$ cat config.mk
export PLATFORM = sky130hd
export DESIGN_NAME = mux_scan_sequencer
export DESIGN_NICKNAME = d
export VERILOG_FILES = /design/src/rtl/scan_pkg.sv /design/src/rtl/scan_dwell_cnt.sv /design/src/rtl/mux_scan_sequencer.sv
export SDC_FILE = /design/constraint.sdc
export NUM_CORES = 1
export LEC_CHECK = 0
export ABC_AREA = 1
export BUFFER_PORTS_ARGS = -buffer_cell sky130_fd_sc_hd__buf_2
export CELL_PAD_IN_SITES_DETAIL_PLACEMENT = 0
export CELL_PAD_IN_SITES_GLOBAL_PLACEMENT = 1
export CORE_MARGIN = 1
export CORE_UTILIZATION = 42
export CTS_CLUSTER_DIAMETER = 30
export DETAILED_ROUTE_END_ITERATION = 8
export PLACE_DENSITY_LB_ADDON = 0.3
export SLEW_MARGIN = 40
export SYNTH_ARGS = -nofsm -noshare
export SYNTH_HDL_FRONTEND = slang
export SYNTH_SLANG_ARGS = --single-unit
$ cat constraint.sdc
create_clock -name clk -period 2 [get_ports clk]
set_input_delay 0.1 -clock clk [delete_from_list [all_inputs] [get_ports clk]]
set_output_delay 0.1 -clock clk [all_outputs]
set_load 0.03 [all_outputs]
$ cat src/rtl/scan_pkg.sv
// Shared types and constants for the 4-channel mux scan sequencer.
package scan_pkg;

    typedef enum logic [1:0] {
        IDLE   = 2'd0,
        SETTLE = 2'd1,
        HOLD   = 2'd2
    } scan_state_t;

    localparam int unsigned NUM_CH = 4;
    localparam int unsigned CH_W   = 2;

endpackage

$ cat src/rtl/scan_dwell_cnt.sv
// Loadable 8-bit dwell down-counter with synchronous clear and a zero flag.
module scan_dwell_cnt #(
    parameter int unsigned W = 8
) (
    input  logic         clk,
    input  logic         rst_n,
    input  logic         i_clr,
    input  logic         i_load,
    input  logic [W-1:0] i_load_val,
    input  logic         i_dec,
    output logic         o_zero
);

    logic [W-1:0] r_cnt;

    // Clear wins over load, load wins over decrement; never wraps below zero.
    always_ff @(posedge clk or negedge rst_n) begin
        if (!rst_n) begin
            r_cnt <= '0;
        end else if (i_clr) begin
            r_cnt <= '0;
        end else if (i_load) begin
            r_cnt <= i_load_val;
        end else if (i_dec && (r_cnt != '0)) begin
            r_cnt <= r_cnt - 1'b1;
        end
    end

    assign o_zero = (r_cnt == '0);

endmodule

$ cat src/rtl/mux_scan_sequencer.sv
// Steps a 4:1 mux select through all channels, dwelling DWELL cycles each, and
// presents the sampled bits as a frame. Define SCAN_CONT_EN for continuous scanning.
module mux_scan_sequencer
    import scan_pkg::*;
#(
    parameter int unsigned DWELL = 2
) (
    input  logic              clk,
    input  logic              rst_n,
    input  logic              start,
    input  logic              abort,
    output logic [CH_W-1:0]   sel,
    input  logic              y_in,
    output logic [NUM_CH-1:0] frame,
    output logic              frame_valid,
    input  logic              frame_ready,
    output logic              busy
);

    localparam logic [7:0]      RELOAD  = 8'(DWELL - 1);
    localparam logic [CH_W-1:0] LAST_CH = CH_W'(NUM_CH - 1);

    scan_state_t       r_state, w_next_state;
    logic [CH_W-1:0]   r_ch, w_ch_next;
    logic [NUM_CH-1:0] r_shadow, w_shadow_cap;
    logic              w_cnt_clr, w_cnt_load, w_cnt_dec, w_cnt_zero;
    logic              w_capture, w_frame_load;

    scan_dwell_cnt #(.W(8)) u_dwell_cnt (
        .clk        (clk),
        .rst_n      (rst_n),
        .i_clr      (w_cnt_clr),
        .i_load     (w_cnt_load),
        .i_load_val (RELOAD),
        .i_dec      (w_cnt_dec),
        .o_zero     (w_cnt_zero)
    );

    always_comb begin
        w_next_state = r_state;
        w_ch_next    = r_ch;
        w_cnt_clr    = 1'b0;
        w_cnt_load   = 1'b0;
        w_cnt_dec    = 1'b0;
        w_capture    = 1'b0;
        w_frame_load = 1'b0;
        if (abort) begin
            w_next_state = IDLE;
            w_ch_next    = '0;
            w_cnt_clr    = 1'b1;
        end else begin
            case (r_state)
                IDLE: begin
                    if (start) begin
                        w_next_state = SETTLE;
                        w_ch_next    = '0;
                        w_cnt_load   = 1'b1;
                    end
                end
                SETTLE: begin
                    if (w_cnt_zero) begin
                        w_capture = 1'b1;
                        if (r_ch == LAST_CH) begin
                            w_next_state = HOLD;
                            w_frame_load = 1'b1;
                        end else begin
                            w_ch_next  = r_ch + 1'b1;
                            w_cnt_load = 1'b1;
                        end
                    end else begin
                        w_cnt_dec = 1'b1;
                    end
                end
                HOLD: begin
                    if (frame_ready) begin
`ifdef SCAN_CONT_EN
                        w_next_state = SETTLE;
                        w_cnt_load   = 1'b1;
`else
                        w_next_state = IDLE;
`endif
                        w_ch_next = '0;
                    end
                end
                default: begin
                    w_next_state = IDLE;
                    w_ch_next    = '0;
                end
            endcase
        end
    end

    // The last channel's bit goes to frame on the same edge it is sampled.
    always_comb begin
        w_shadow_cap       = r_shadow;
        w_shadow_cap[r_ch] = y_in;
    end

    always_ff @(posedge clk or negedge rst_n) begin
        if (!rst_n) begin
            r_state  <= IDLE;
            r_ch     <= '0;
            r_shadow <= '0;
            frame    <= '0;
        end else begin
            r_state <= w_next_state;
            r_ch    <= w_ch_next;
            if (w_capture) begin
                r_shadow <= w_shadow_cap;
            end
            if (w_frame_load) begin
                frame <= w_shadow_cap;
            end
        end
    end

    always_comb begin
        sel = '0;
        case (r_state)
            SETTLE:  sel = r_ch;
            HOLD:    sel = LAST_CH;
            default: sel = '0;
        endcase
    end

    assign frame_valid = (r_state == HOLD);
    assign busy        = (r_state != IDLE);

endmodule

==> reports/qor.txt <==
GR Util met1 = 22.5%
max incr delay on CP = 0.42 ns
worst supply voltage drop on vdd = 717 uV
Critical Path End = u_dwell_cnt.r_cnt[2]$_DFFE_PN0P_
global-route wire length before repair = 4.12 mm
first-pass detailed-route iteration total = 4
Slew @ Worst Pin = 0.436 ns
part of the power in the clock network = 12.4%
PostCTS Resize Cnt = 0
xor-xnor portion of the synthesized cell area = 2.18%
DIE HEIGHT = 55.6 um
area of the core = 2730 um2
Layout Cell Area excl Fill = 1350 um2
proportion of power drawn by flip-flops and latches = 32.3%
Crit. path cell count = 8
Post-Synth Simple-Gate Area = 31.9%
fraction of layout instances using a drive strength above 1 = 16.7%
top cell type by total area after synthesis = sky130_fd_sc_hd__dfrtp_1
Int Pwr = 0.867 mW
number of non-filler instances in the completed layout = 199
DR vias = 962
global-route congestion overflow total = 0
required time of the critical path = 2.25 ns
WS Path Type = flip-flop to flip-flop
largest family of logic cells by synthesized area = simple AND/OR/NAND/NOR gates
maximum operating frequency = 605 MHz
cell type group with the largest total delay on the critical path = simple AND/OR/NAND/NOR gates
final net count = 185
Max Buffers Root-to-Sink = 2
Worst EP arrival = 1.90 ns
setup TNS after final layout = 0 ns
netlist area before placement = 1210 um2
setup repair after global routing missed its margin = no
Finish-stage setup viols = 0
utilization after layout = 49.4%
CP dominant cell by count = sky130_fd_sc_hd__inv_2
Seq/Total Area, Yosys = 39.4%
ys async rst share = 100%
Hold Crit Class = input port to flip-flop
number of diodes added for antenna fixing = 0
proportion of synthesized area in mux cells = 2.49%
Port Buffers = 13
most congested layer reported by global routing = met2
area fraction in compound gates after synthesis = 7.15%
relative slew slack = 71.0%
most frequently used flop master after synthesis = sky130_fd_sc_hd__dfrtp_1
average wire per standard cell = 11.2 um
crit path buf inv count = 3
die extent in x = 55.6 um
adder-cell share of the synthesized area = 10.4%
via density per instance = 4.83
Synth Instances = 150
fin. max-slew vios = 0
count of routing violations after the opening detailed-route iteration = 13
fill cell instance count of the final layout = 271
library cells used by synthesis = 21
top cells by area in the synthesized netlist = sky130_fd_sc_hd__dfrtp_1, sky130_fd_sc_hd__nand2_1, sky130_fd_sc_hd__ha_1
Area Overhead vs Synth = 11.9%
Total Power = 1.69 mW
starting density of the core = 44.2%
power density over the cells = 1250 nW/um2
Die ar. = 3090 um2
hold-fix buffer count after cts = 1
Post-synth EDFFs = 0
final critical-path required period = 1.65 ns
number of placed cells counting well taps = 194
crit path from = r_state[1]$_DFFE_PN0P_
number of synthesized register bits = 19
routability congestion estimate = 0.731
switching power as a share of total power = 48.6%
count of pins on the block boundary = 14
final routed DRC violation total = 0
number of placement rows = 19
initial antenna violation count = 0
Clk Tree Root Cell = sky130_fd_sc_hd__clkbuf_4
met3 Use GR = 2.79%
Tcrit/Tclk final = 82.7%
result of the run = completed
post-CTS clock slew at the launch and capture registers of the worst setup and hold paths = 0.12 ns
overall routed net length = 2.23 mm
most frequently used cell type in the post-synthesis netlist = sky130_fd_sc_hd__nand2_1
Syn Nets = 166
Max stage delay cell, worst path = sky130_fd_sc_hd__dfrtp_1
Avg Cell Area, Syn = 8.05 um2
most common library cells after synthesis = sky130_fd_sc_hd__nand2_1, sky130_fd_sc_hd__dfrtp_1, sky130_fd_sc_hd__inv_1
max-capacitance violation count = 0
CTS Buf Count = 3
register-to-register path setup slack = 0.35 ns
number of setup buffers added after CTS = 0
Worst setup SP type = flip-flop
Combinational Power Share = 55.3%
worst path cell trace = inv_1 -> ha_1 -> inv_2 -> nor2_4 -> inv_2 -> nor3_4 -> o21ai_0 -> nand2_1
number of nets with antenna violations after detailed routing = 0
via count of the first global-routing pass = 970
CTS tree = built
HPWL after detailed placement = 1.73 mm
clock latency at the later pin of the worst-skew pair = 0.31 ns
placed cell areas = 1310 um2
number of H-tree levels = 1
Lkg Pwr = 0.723 nW
maximum number of pins on one net before global-route repair = 20
Worst Reg2Reg Path Length in Cells = 8
worst setup skew after layout = 0.00459 ns
largest fanout on the critical path = 7
met2 usage in global routing = 28.2%
Yosys warning count = 0
count of endpoints failing hold in the final timing report = 0
crit path capture type = flip-flop
NetSw = 0.820 mW
share of the synthesized area in the top cell type = 39.4%
total number of clock tree sinks = 19
capturing point of the worst reg2reg path = u_dwell_cnt.r_cnt[2]$_DFFE_PN0P_
critical register-to-register path startpoint = r_state[1]$_DFFE_PN0P_
total global-route track usage = 17.1%
==> registers in the layout (all words and copies together) (netlist names) <==
signal and flops:
r_shadow 3, frame 4, r_ch 2, r_state 2
u_dwell_cnt.r_cnt 8
==> worst min-delay path by stage <==
stage,from,endpoint,depth (start not counted)
finish,y_in,frame[3]$_DFFE_PN0P_,3
global placement,rst_n,frame[2]$_DFFE_PN0P_,1
detailed placement,rst_n,r_shadow[2]$_DFFE_PN0P_,1
CTS,y_in,frame[3]$_DFFE_PN0P_,3
global route,y_in,frame[3]$_DFFE_PN0P_,3
floorplan,rst_n,frame[0]$_DFFE_PN0P_,0
==> final cells by class <==
type | count | area [um2] | share of cell area, %
clock buffer | 3 | 22.5 | 1.67
sequential | 19 | 475 | 35.2
tap | 31 | 38.8 | 2.87
timing repair buffer | 14 | 75.1 | 5.56
multi-input combinational | 110 | 653 | 48.3
inverter | 21 | 78.8 | 5.83
clock inverter | 1 | 7.51 | 0.556
==> metal layers <==
layer / vias up / wire length, um
li1: 511 / -
met2: 9 / 1080
met1: 438 / 1070
met5: - / 0
met4: 0 / 39
met3: 4 / 41
==> power by group through the flow <==
stage	Sequential (mW)	Clock, mW	Combinational (mW)
6_report	0.546	0.208	0.933
5_1_grt	0.559	0.241	1.06
4_1_cts	0.546	0.221	0.950
3_5_place_dp	0.554	0	0.942
3_3_place_gp	0.552	0	0.927
2_1_floorplan	0.544	0	0.769
==> kinds of logic (layout without fill, tap and decap cells) <==
logic type / count (synthesis) / count (layout)
buffers and inverters: 21 / 39
XOR/XNOR: 3 / 3
AND/OR/NAND/NOR: 79 / 79
adder cells (fa/ha/maj): 10 / 10
AO/OA/AOI/OAI: 15 / 15
flip-flops: 19 / 19
multiplexers: 3 / 3
==> worst reg2reg max path, cell delays in order, from the launching register on <==
cell and delay, ns:
sky130_fd_sc_hd__dfrtp_1 0.42, sky130_fd_sc_hd__inv_1 0.10, sky130_fd_sc_hd__ha_1 0.20, sky130_fd_sc_hd__inv_2 0.07, sky130_fd_sc_hd__nor2_4 0.17, sky130_fd_sc_hd__inv_2 0.09, sky130_fd_sc_hd__nor3_4 0.33, sky130_fd_sc_hd__o21ai_0 0.15
sky130_fd_sc_hd__nand2_1 0.08
==> layout by cell type (no fill, tap or decap), drive strengths merged <==
master       netlist  final
nand2             45     45
inv               21     21
dfrtp             19     19
nor2              16     16
nand3             15     15
buf                0     13
o21ai             12     12
ha                10     10
mux2i              3      3
xor2               3      3
clkbuf             0      3
a21oi              3      3
nor3               1      1
nand3b             1      1
nand4              1      1
clkinvlp           0      1
dlygate4sd3        0      1
==> stage by stage <==
step | hold WS [ns] | setup slack (ns)
3_3_place_gp | 0.0737 | 0.382
6_report | 0.0721 | 0.347
2_1_floorplan | -0.196 | 0.456
4_1_cts | 0.0644 | 0.317
5_1_grt | 0.0709 | 0.183
3_5_place_dp | 0.0736 | 0.346
Power figures use the tool's default switching activity.
